===== src/rtl/dmac_pkg.sv =====
// dmac_pkg: shared state type and priority-mode constants for the DMAC channel arbiter
package dmac_pkg;
  typedef enum logic [1:0] {IDLE, REQ, XFER, DONE} arb_state_t;
  localparam logic PRIO_FIXED = 1'b0;
  localparam logic PRIO_RR = 1'b1;
endpackage


===== src/rtl/dmac_rr_picker.sv =====
// dmac_rr_picker: combinational winner select, highest index (fixed) or first set bit from start upward (round-robin)
module dmac_rr_picker
  import dmac_pkg::*;
#(
  parameter int NUM_REQ = 4,
  parameter int REQ_W = $clog2(NUM_REQ)
)(
  input  logic [NUM_REQ-1:0] req,
  input  logic [REQ_W-1:0]   start,
  input  logic               mode,
  output logic [REQ_W-1:0]   win,
  output logic               valid
);
  logic [REQ_W:0] sum;
  logic [REQ_W-1:0] idx;
  logic found;
  always_comb begin
    win = '0;
    found = 1'b0;
    sum = '0;
    idx = '0;
    for (int i = 0; i < NUM_REQ; i++) begin
      sum = {1'b0, start} + (REQ_W+1)'(i);
      idx = (mode == PRIO_FIXED) ? REQ_W'(i) :
            (sum >= (REQ_W+1)'(NUM_REQ)) ? REQ_W'(sum - (REQ_W+1)'(NUM_REQ)) : sum[REQ_W-1:0];
      // fixed mode lets later (higher) indices overwrite; rr mode keeps the first hit
      if (req[idx] && (mode == PRIO_FIXED || !found)) begin
        win = idx;
        found = 1'b1;
      end
    end
  end
  assign valid = |req;
endmodule


===== src/rtl/dmac_channel_arbiter.sv =====
// dmac_channel_arbiter: picks a DMA requester, runs the AHB request/grant handshake and retires the transfer
module dmac_channel_arbiter
  import dmac_pkg::*;
#(
  parameter int NUM_REQ = 4,
  parameter int REQ_W = $clog2(NUM_REQ),
  parameter int GRANT_TIMEOUT = 255,
  parameter int TO_W = 8
)(
  input  logic               clk,
  input  logic               rst,
  input  logic [NUM_REQ-1:0] DmacReq,
  input  logic               prio_mode,
  input  logic               Bus_Grant,
  input  logic               C_config,
  input  logic               xfer_done,
  output logic               Bus_Req,
  output logic               Channel_en,
  output logic [NUM_REQ-1:0] ReqAck,
  output logic [REQ_W-1:0]   active_id,
  output logic               busy,
  output logic               Interrupt,
  output logic               timeout_err
);
  arb_state_t state, state_n;
  logic [TO_W-1:0] cnt, cnt_n, cnt_inc;
  logic [REQ_W-1:0] rr_ptr, rr_n, id_n, win, ptr_after;
  logic [NUM_REQ-1:0] ack_n;
  logic valid, bus_req_n, chen_n, irq_n, to_n, busy_n;

  dmac_rr_picker #(.NUM_REQ(NUM_REQ), .REQ_W(REQ_W)) u_picker (
    .req(DmacReq), .start(rr_ptr), .mode(prio_mode), .win(win), .valid(valid)
  );

  assign cnt_inc = (&cnt) ? cnt : cnt + 1'b1;
  assign ptr_after = (active_id == REQ_W'(NUM_REQ-1)) ? '0 : active_id + 1'b1;

  always_comb begin
    state_n = state;
    cnt_n = cnt;
    rr_n = rr_ptr;
    id_n = active_id;
    bus_req_n = 1'b0;
    busy_n = 1'b0;
    chen_n = 1'b0;
    ack_n = '0;
    irq_n = 1'b0;
    to_n = 1'b0;
    case (state)
      IDLE: if (valid) begin
        state_n = REQ;
        id_n = win;
        cnt_n = '0;
        bus_req_n = 1'b1;
        busy_n = 1'b1;
      end
      REQ: begin
        bus_req_n = 1'b1;
        busy_n = 1'b1;
        cnt_n = cnt_inc;
        // grant beats both withdrawal and timeout in the same cycle
        if (Bus_Grant && C_config) begin
          state_n = XFER;
          chen_n = 1'b1;
          ack_n = NUM_REQ'(1) << active_id;
        end else if (!DmacReq[active_id]) begin
          state_n = IDLE;
          bus_req_n = 1'b0;
          busy_n = 1'b0;
        end else if (cnt_inc >= TO_W'(GRANT_TIMEOUT)) begin
          state_n = IDLE;
          bus_req_n = 1'b0;
          busy_n = 1'b0;
          to_n = 1'b1;
          rr_n = ptr_after;
        end
      end
      XFER: begin
        busy_n = 1'b1;
        bus_req_n = !xfer_done;
        irq_n = xfer_done;
        state_n = xfer_done ? DONE : XFER;
      end
      DONE: begin
        rr_n = ptr_after;
        state_n = IDLE;
      end
    endcase
  end

  always_ff @(posedge clk or negedge rst) begin
    if (!rst) begin
      state <= IDLE;
      cnt <= '0;
      rr_ptr <= '0;
      active_id <= '0;
      Bus_Req <= 1'b0;
      busy <= 1'b0;
      Channel_en <= 1'b0;
      ReqAck <= '0;
      Interrupt <= 1'b0;
      timeout_err <= 1'b0;
    end else begin
      state <= state_n;
      cnt <= cnt_n;
      rr_ptr <= rr_n;
      active_id <= id_n;
      Bus_Req <= bus_req_n;
      busy <= busy_n;
      Channel_en <= chen_n;
      ReqAck <= ack_n;
      Interrupt <= irq_n;
      timeout_err <= to_n;
    end
  end
endmodule


===== config.mk =====
export PLATFORM = sky130hd
export DESIGN_NAME = dmac_channel_arbiter
export DESIGN_NICKNAME = d
export VERILOG_FILES = /design/src/rtl/dmac_pkg.sv /design/src/rtl/dmac_rr_picker.sv /design/src/rtl/dmac_channel_arbiter.sv
export SDC_FILE = /design/constraint.sdc
export NUM_CORES = 1
export LEC_CHECK = 0
export ABC_CLOCK_PERIOD_IN_PS = 4500
export BUFFER_PORTS_ARGS = -buffer_cell sky130_fd_sc_hd__buf_2
export CORE_MARGIN = 3
export CORE_UTILIZATION = 50
export CTS_BUF_LIST = sky130_fd_sc_hd__clkbuf_4 sky130_fd_sc_hd__clkbuf_8 sky130_fd_sc_hd__clkbuf_16
export DETAILED_ROUTE_END_ITERATION = 8
export PLACE_DENSITY = 0.71
export SLEW_MARGIN = 10
export SYNTH_ARGS = -nofsm -noshare
export SYNTH_HDL_FRONTEND = slang
export SYNTH_HIERARCHICAL = 1
export SYNTH_SLANG_ARGS = --single-unit

===== constraint.sdc =====
create_clock -name clk -period 4.5 [get_ports clk]
set_clock_uncertainty 0.2 [all_clocks]
set_input_delay 1.35 -clock clk [delete_from_list [all_inputs] [get_ports clk]]
set_output_delay 1.35 -clock clk [all_outputs]
set_load 0.01 [all_outputs]

==> flow_summary.ini <==
[synthesis]
syn_avg_cell_area_um2 = 9.430
synthDistinctLibCells = 49
synth.most_common_cell = dfrtp_1
yosysWarnings = 6
syn_nets = 166
yosysSeqAreaShare = 0.4042
synth_cells = 151
netlist_top_cells_count = dfrtp_1 (23), nand2_1 (17), nor2_1 (11)
synth_ff_type = dfrtp_1
yosysTopAreaCell = dfrtp_1
synth_edf_count = 0
async_reset_ff_frac = 1.000
netlist_area_um2 = 1424
synthTopCellsByArea = dfrtp_1 (40%), nand2_1 (4.5%), ha_1 (4.4%)
synth_seq_cells = 23
synth_top_area_share = 0.4042

[setup_path]
worstPathArrival_ns = 2.84
worstSetupStartpoint = DmacReq[3]
regToRegSetupSlack_ns = 2.10
worstPathRequired_ns = 4.53
start_kind = primary input
rr_startpoint = cnt[0]$_DFFE_PN0P_
endpoint_kind = flip-flop
path_class = primary input to flip-flop
path_max_fanout = 9

[layout]
finish.utilization = 0.5913
final_cell_count_no_fill = 198
drive_above_1_share = 0.2143
syn_to_final_growth_pct = 7.557
antennaDiodeCount = 0
nNetsFinal = 184

[floorplanning]
fp.dieH_um = 59.37
io_pins = 21
die_x_um = 59.37
initial_core_util = 0.5498
rows = 18
die-area_um2 = 3524
coreArea_um2 = 2590

[placement]
gp_congestion = 0.8126
hpwlAfterDp_um = 2125
port_buffers = 20
dp.cells = 194

[pwr]
power_density_nw_per_um2 = 515.4
switching_share = 0.4293
power.clock.fraction = 0.118
p_int_w = 0.0004505
pwr-share-seq = 0.447
power.leakage_nw = 0.7106
switchingPower_w = 0.0003388
comb_power_share = 0.435
ir_drop_mv = 0.3096

[detailed_routing]
wirelength_um = 2796
drt-vias-per-instance = 5.894
wl_per_cell_um = 14.12
vias = 1167
ant_nets = 0
drt_first_pass_iters = 7
drc = 0
drt_iter0_drc = 57

[global_routing]
grt_overflow_total = 0
grt_pass1_wl_um = 4885
first_global_vias = 1072
grt_antenna_before_repair = 0
grt_max_degree = 24
grt_usage = 0.1813

[clock_network]
post-cts-setup-buffers = 0
cts-root-buf = clkbuf_4
cts_max_level = 1
cts_tree = done
ctsResizeCount = 0
hold_buffers = 0
cts.sinks = 23
clock_latency_ns = 0.31
cts_inserted_buffers = 3
clk_pin_slew_worst_paths_ns = 0.12
cts.path.max_buffers = 2

[sta]
finalHoldViolations = 0
finalSetupTns_ns = 0
tightestPinTransition_ns = 0.5974
setup_viol = 0
fin_crit_sh = 0.6242
rsz0062_at_grt = false
post-route-min-period_ns = 2.809
max_freq_mhz = 356.0
fin_hold_ws_ns = 0.3548
relSlewSlack = 0.6009
drv_slew = 0

[hold_path]
hold_start = cnt[6]$_DFFE_PN0P_
hold_path.class = flip-flop to flip-flop

[run]
drv_cap = 0

[status]
status = completed
[worst max-delay path, stage by stage]
cell and delay, ns:
buf_2 0.14, or4_1 0.59, nor3b_2 0.24, nor2_1 0.20, o21bai_1 0.16, nand2_1 0.07
o21ai_0 0.08
[cell families (layout without fill, tap and decap cells)]
kind of cell	count (synthesis)	after routing	share of synthesized area
AO/OA/AOI/OAI	39	39	0.1889
adder cells (fa/ha/maj)	5	5	0.04394
buffers and inverters	14	31	0.05887
flip-flops	23	23	0.4042
multiplexers	6	6	0.05360
AND/OR/NAND/NOR	64	64	0.2505
[metrics by stage]
step	area (µm²)	power (W)	setup slack [ns]
2_1_floorplan	1424	0.0006335	1.697
3_3_place_gp	1504	0.0006843	1.463
3_5_place_dp	1504	0.0007018	1.406
4_1_cts	1531	0.0007937	1.709
5_1_grt	1531	0.0008624	1.614
6_report	1531	0.0007893	1.691
[metal layers]
metal	wire length, µm	part of all wire	GRT usage
met5	0	0	0
met4	14	0.0050	0.05825
met3	149	0.053	0.02614
met2	1280	0.46	0.2839
met1	1351	0.48	0.2573
[power groups by stage]
| stage | clock, W | combinational (W) | sequential, W |
|---|---|---|---|
| floorplan | 0 | 0.000310 | 0.000323 |
| global placement | 0 | 0.000332 | 0.000353 |
| detailed placement | 0 | 0.000343 | 0.000359 |
| CTS | 0.0000950 | 0.000346 | 0.000353 |
| global route | 0.000103 | 0.000392 | 0.000367 |
| finish | 0.0000932 | 0.000343 | 0.000353 |
[worst paths after layout]
check | end | cells past startpoint
hold reg to reg | cnt[6]$_DFFE_PN0P_ | 1
min in group asynchronous | ReqAck[2]$_DFF_PN0_ | 1
setup reg to reg | rr_ptr[1]$_DFFE_PN0P_ | 6
setup / recovery | cnt[0]$_DFFE_PN0P_ | 7
max in group asynchronous | cnt[4]$_DFFE_PN0P_ | 1
hold / removal | cnt[6]$_DFFE_PN0P_ | 1
[registers in the layout, indices dropped and copies added, names as in the netlist, named ones only]
register / flops
Channel_en: 1
rr_ptr: 2
Bus_Req: 1
Interrupt: 1
timeout_err: 1
busy: 1
cnt: 8
active_id: 2
ReqAck: 4
state: 1
[layout by cell type, fill, tap and decap left out, types with 3 or more instances in the layout]
cell type	n
nand3_1	6
o22ai_1	3
o21ai_0	10
buf_2	20
nor2_1	11
dfrtp_1	23
a31oi_1	3
nand2_1	17
clkbuf_4	3
ha_1	5
a21oi_1	6
inv_1	7
nor3_1	5
and2_1	7
[area by class of cell]
cell class,instances,area [µm²]
multi-input cells,114,764.5
fillers,232,1059
clock buffers,3,22.52
flip-flops and latches,23,575.6
repair buffers,20,100.1
clock inverters,1,5.005
inverters,7,26.28
well taps,30,37.54
No activity file was read; power rests on OpenSTA's default activity.
